[src/rtl/sequential_buffer.sv]
// -----------------------------------------------------------------------------
// sequential_buffer
//
// Synchronous FIFO. It stores up to DEPTH words in an array and uses
// wrap-around read and write pointers. A popped word is registered into
// data_out, and data_valid pulses for one cycle after the accepting edge.
//
// Request/accept semantics:
//   Requests are level-sampled on each rising clk edge. Nothing is ever
//   back-pressured or held: a request that cannot be accepted is dropped
//   for that cycle.
//   - A write is accepted when request_write=1 and either the buffer is not
//     full or a read is accepted in the same cycle.
//   - A read is accepted when request_read=1 and the buffer is not empty.
//   - A rejected write (full, no read) sets the sticky overflow flag.
//   - A rejected read (empty) sets the sticky underflow flag.
//
// Ports:
//   clk            sole clock, rising edge
//   reset          asynchronous, active-low reset
//   flush          synchronous discard of all stored entries; clears the
//                  error flags; read/write are ignored in that cycle
//   request_write  push data_in this cycle
//   request_read   pop oldest entry this cycle
//   data_in        word to push
//   data_out       registered popped word (held when no read is accepted)
//   data_valid     data_out was loaded by an accepted read on the last edge
//   full, empty, almost_full, almost_empty
//                  occupancy flags, decoded from the registered count
//   count          number of stored entries, 0..DEPTH
//   overflow, underflow
//                  sticky error flags, cleared by reset or flush
// -----------------------------------------------------------------------------
module sequential_buffer #(
    parameter int DATA_WIDTH         = 8,
    parameter int DEPTH              = 16,
    parameter int ALMOST_FULL_LEVEL  = DEPTH - 2,
    parameter int ALMOST_EMPTY_LEVEL = 2
) (
    input  logic                     clk,
    input  logic                     reset,
    input  logic                     flush,
    input  logic                     request_write,
    input  logic                     request_read,
    input  logic [DATA_WIDTH-1:0]    data_in,
    output logic [DATA_WIDTH-1:0]    data_out,
    output logic                     data_valid,
    output logic                     full,
    output logic                     empty,
    output logic                     almost_full,
    output logic                     almost_empty,
    output logic [$clog2(DEPTH):0]   count,
    output logic                     overflow,
    output logic                     underflow
);

    localparam int AW = $clog2(DEPTH);
    localparam int CW = AW + 1;

    logic [DATA_WIDTH-1:0] mem [DEPTH];
    logic [AW-1:0]         wr_ptr;
    logic [AW-1:0]         rd_ptr;

    logic do_read;
    logic do_write;
    logic write_rejected;
    logic read_rejected;

    // Occupancy flags come straight from the registered count.
    assign full         = (count == CW'(DEPTH));
    assign empty        = (count == '0);
    assign almost_full  = (count >= CW'(ALMOST_FULL_LEVEL));
    assign almost_empty = (count <= CW'(ALMOST_EMPTY_LEVEL));

    // When the buffer is full, a write is still accepted if a read is
    // accepted in the same cycle. The read frees a slot on the same edge
    // that the write fills it.
    assign do_read        = request_read && !empty;
    assign do_write       = request_write && (!full || do_read);
    assign write_rejected = request_write && full && !request_read;
    assign read_rejected  = request_read && empty;

    // Storage array. It has no reset: its contents are only visible
    // through the pointers, and the pointers are reset.
    always_ff @(posedge clk) begin
        if (do_write && !flush) begin
            mem[wr_ptr] <= data_in;
        end
    end

    // Pointers and occupancy count.
    always_ff @(posedge clk or negedge reset) begin
        if (!reset) begin
            wr_ptr <= '0;
            rd_ptr <= '0;
            count  <= '0;
        end else if (flush) begin
            wr_ptr <= '0;
            rd_ptr <= '0;
            count  <= '0;
        end else begin
            // Pointers are AW bits wide and DEPTH is a power of two, so
            // incrementing past DEPTH-1 wraps them to 0.
            if (do_write) begin
                wr_ptr <= wr_ptr + AW'(1);
            end
            if (do_read) begin
                rd_ptr <= rd_ptr + AW'(1);
            end
            case ({do_write, do_read})
                2'b10:   count <= count + CW'(1);
                2'b01:   count <= count - CW'(1);
                default: count <= count;
            endcase
        end
    end

    // Output register and valid pulse. data_out keeps its value through a
    // flush; only reset clears it.
    always_ff @(posedge clk or negedge reset) begin
        if (!reset) begin
            data_out   <= '0;
            data_valid <= 1'b0;
        end else if (flush) begin
            data_valid <= 1'b0;
        end else begin
            data_valid <= do_read;
            if (do_read) begin
                data_out <= mem[rd_ptr];
            end
        end
    end

    // Sticky error flags.
    always_ff @(posedge clk or negedge reset) begin
        if (!reset) begin
            overflow  <= 1'b0;
            underflow <= 1'b0;
        end else if (flush) begin
            overflow  <= 1'b0;
            underflow <= 1'b0;
        end else begin
            if (write_rejected) begin
                overflow <= 1'b1;
            end
            if (read_rejected) begin
                underflow <= 1'b1;
            end
        end
    end

endmodule

[config.mk]
export PLATFORM = sky130hd
export DESIGN_NAME = sequential_buffer
export DESIGN_NICKNAME = d
export VERILOG_FILES = /design/src/rtl/sequential_buffer.sv
export SDC_FILE = /design/constraint.sdc
export NUM_CORES = 1
export LEC_CHECK = 0
export CAP_MARGIN = 20
export CORE_MARGIN = 2
export CORE_UTILIZATION = 54
export CTS_CLUSTER_SIZE = 28
export DETAILED_ROUTE_END_ITERATION = 10
export PLACE_DENSITY = 0.87
export SETUP_SLACK_MARGIN = 0.1
export SLEW_MARGIN = 20
export SYNTH_ARGS = -nofsm -noshare
export SYNTH_HDL_FRONTEND = slang
export SYNTH_SLANG_ARGS = --single-unit
[constraint.sdc]
create_clock -name clk -period 2.7 [get_ports clk]
set_input_delay 0.27 -clock clk [delete_from_list [all_inputs] [get_ports clk]]
set_output_delay 0.27 -clock clk [all_outputs]
set_load 0.01 [all_outputs]
==> results.cfg <==
[timing]
max_slew_margin_pct = 39.6
report.final.slew_viol_count = 0
hold_viol = 0
min_period_ns = 2.50
fin_crit_sh_pct = 92.5
worst_pin_slew_ns = 0.903
fin_skew_ns = 0.00801
tns_ns = 0
setup_viol = 0
fmax_ghz = 0.400
rsz0062_at_grt = false

[clocking]
cts_buffers = 17
clock_latency_ns = 0.42
cts_sinks = 152
cts.clk_slew.worst_paths_ns = 0.06
clk_path_buf_depth = 2
h-tree-depth = 4
cts_tree = yes
cts-root-buf = clkbuf_16

[synth]
yosysUniqueCellTypes = 44
ys_seq_elements = 152
synth_seq_area_share_pct = 70.9
syn_inst = 349
synth.cell_area_um2 = 6260
syn_nets = 371
synth.avg_cell_area_um2 = 18.0
yosys_warnings = 0

[setup_path]
timing.rr.end = count[4]$_DFFE_PN0P_
crit_path_max_fanout = 3
worstPathCellList = or4_4 -> o21ai_4 -> or2_2 -> inv_1 -> ha_4 -> nand2b_1 -> a21oi_2 -> mux2_2 -> a31oi_1
worst_setup_path_end_kind = flip-flop
cp-start-kind = flip-flop
regToRegStartpoint = count[1]$_DFFE_PN0P_
cp_slowest_stage_delay_ns = 0.56
crit_family = simple AND/OR/NAND/NOR gates
cp_data_required_time_ns = 3.03
critPathArrivalTime_ns = 2.83
cp.depth = 9
path_class = reg -> reg
slowest_stage = or4_4
reg2regPathDepth = 9
rrSetupSlack_ns = 0.20
cp_num_buf_inv = 1

[global_routing]
grt_pass1_vias = 3614
grt_usage_pct = 21.8
grt_max_degree = 34
grt_first_pass_wirelength_mm = 20.0
antenna_found_initial = 0
grt_overflow = 0

[die]
die_height_um = 112
initial_core_util_pct = 55.1
fp-row-count = 39
core_area_um2 = 11400
fp.dieArea_um2 = 12500
dieWidth_um = 112
pin_count = 33

[place]
dpl.cell_count = 536
globalplace.congestion = 0.811
portBuffers = 32
dp_hpwl_mm = 8.05

[route]
wirelength_mm = 12.9
routedWlPerCell_um = 22.7
vias_per_cell = 6.04
first_pass_iters = 5
drcViolationCount = 0
vias = 3438
first_iter_violations = 339
drtAntennaViolNets = 0

[pwr]
power_density_nw_per_um2 = 821
peakVddDrop_mv = 0.587
leakage_nw = 2.54

[finish]
stdcell_count = 569
n_antenna_cell = 0
area_delta_synth_final_pct = 19.6
layout-drive-gt1-share_pct = 27.9
final_nets = 435

[min_path]
hp-class = in -> async

[run]
maxCapViolations = 0

[status]
status = complete, no violations
==> worst max-delay path by stage <==
stage | to | slack, ns | from
after CTS | full | 0.10 | count[1]$_DFFE_PN0P_
after detailed placement | count[4]$_DFFE_PN0P_ | 0.15 | count[1]$_DFFE_PN0P_
after floorplan | count[4]$_DFFE_PN0P_ | 0.10 | count[1]$_DFFE_PN0P_
final | count[4]$_DFFE_PN0P_ | 0.20 | count[1]$_DFFE_PN0P_
after global routing | count[4]$_DFFE_PN0P_ | 0.1 | count[1]$_DFFE_PN0P_
after global placement | count[4]$_DFFE_PN0P_ | 0.19 | count[1]$_DFFE_PN0P_
==> per-layer routing <==
metal  vias up  global-route usage [%]  wire length [um]
li1       1504                       -                 -
met5         -                       0                 0
met2       166                    36.4              6680
met4         0                    8.15               243
met1      1744                    27.9              5050
met3        24                    5.50               946
==> placed cells by master (no fill, tap or decap), types with 2 or more instances in the layout <==
| master | count |
|---|---|
| dfrtp_2 | 4 |
| o211ai_1 | 2 |
| a31oi_1 | 3 |
| nand2_1 | 8 |
| inv_6 | 2 |
| a21oi_1 | 9 |
| inv_1 | 9 |
| nand2b_1 | 3 |
| mux2_4 | 3 |
| xor2_1 | 4 |
| a21oi_2 | 2 |
| clkbuf_16 | 17 |
| o21ai_0 | 2 |
| nor2_1 | 36 |
| clkinv_1 | 2 |
| mux2i_1 | 5 |
| clkinv_4 | 2 |
| edfxtp_1 | 128 |
| nand3_1 | 3 |
| mux2_2 | 9 |
| buf_4 | 28 |
| clkdlybuf4s50_1 | 32 |
| buf_12 | 2 |
| mux4_2 | 32 |
| clkinvlp_4 | 3 |
| or2_2 | 3 |
| xnor2_1 | 4 |
| dfrtp_1 | 20 |
| o22ai_1 | 16 |
| clkbuf_1 | 4 |
| ha_1 | 7 |
==> cell usage after synthesis, drive strengths merged <==
| master | n | area [um^2] |
|---|---|---|
| edfxtp | 128 | 3840 |
| nor2 | 37 | 139 |
| mux4 | 32 | 721 |
| dfrtp | 24 | 601 |
| o22ai | 16 | 100 |
| buf | 12 | 78.8 |
| mux2 | 12 | 146 |
| a21oi | 11 | 58.8 |
| inv | 9 | 33.8 |
| nand2 | 9 | 36.3 |
| ha | 8 | 100 |
| clkbuf | 5 | 18.8 |
| mux2i | 5 | 50.1 |
| nand3 | 4 | 25.0 |
| xnor2 | 4 | 35.0 |
| xor2 | 4 | 35.0 |
| a31oi | 3 | 18.8 |
| nand2b | 3 | 18.8 |
| o211ai | 3 | 36.3 |
| o21ai | 3 | 18.8 |
| or2 | 3 | 18.8 |
| nor4 | 2 | 18.8 |
| a2111oi | 1 | 8.76 |
| a211o | 1 | 10.0 |
| a211oi | 1 | 7.51 |
| a21o | 1 | 7.51 |
| a31o | 1 | 17.5 |
| and3 | 1 | 6.26 |
| fa | 1 | 20.0 |
| nand3b | 1 | 7.51 |
| nor2b | 1 | 6.26 |
| o21a | 1 | 7.51 |
| or3 | 1 | 6.26 |
| or4 | 1 | 7.51 |
==> report_power, final <==
group / total, mW / switching (mW) / internal [mW] / leakage [nW]
Sequential: 2.80 / 0.124 / 2.68 / 1.45
Combinational: 1.18 / 0.592 / 0.589 / 0.841
Clock: 2.17 / 0.899 / 1.27 / 0.253
Total: 6.15 / 1.61 / 4.53 / 2.54
==> state kept, by name, indices dropped and copies added, names as in the netlist <==
register / count
count: 5
data_valid: 1
rd_ptr: 4
mem: 128
overflow: 1
data_out: 8
underflow: 1
wr_ptr: 4
==> kinds of logic after synthesis <==
family / after synthesis / share of synthesized area [%]
flops: 152 / 70.9
simple gates: 63 / 4.63
mux: 49 / 14.6
compound gates: 42 / 4.65
buf+inv: 26 / 2.10
fa+ha+maj: 9 / 1.92
xor+xnor: 8 / 1.12
==> cell type report <==
class,instances,area (um^2)
repair buffers,62,571
clock buffers,21,440
well taps,143,179
clock inverters,11,100
inverters,9,33.8
fillers,716,3880
flip-flops and latches,152,4450
multi-input cells,171,1720
==> metrics by stage <==
stage                     total power [mW]  hold slack (ns)  worst slack (ns)  util [%]  instance area (um^2)
final                                 6.15            0.230             0.202      65.9                  7490
after global placement                3.94            0.474             0.189      60.9                  6920
after detailed placement              3.99            0.494             0.152      60.9                  6920
after global routing                  6.37            0.255            0.0970      65.9                  7490
after CTS                             6.13            0.235             0.102      65.7                  7460
after floorplan                       3.47          -0.0256             0.105         -                  6280
==> worst register-to-register path: stages, from the launching register on <==
cell,delay [ns]
dfrtp_2,0.40
or4_4,0.56
o21ai_4,0.18
or2_2,0.15
inv_1,0.09
ha_4,0.30
nand2b_1,0.07
a21oi_2,0.20
mux2_2,0.36
a31oi_1,0.12
==> timing repair <==
| item | 4_1_cts | 5_1_grt |
|---|---|---|
| hold buffers | 0 | 0 |
| setup buffers | 0 | 1 |
| resized for setup | 0 | 4 |
| endpoints found under the setup margin | 0 | 2 |
No activity file was read; power rests on OpenSTA's default activity.
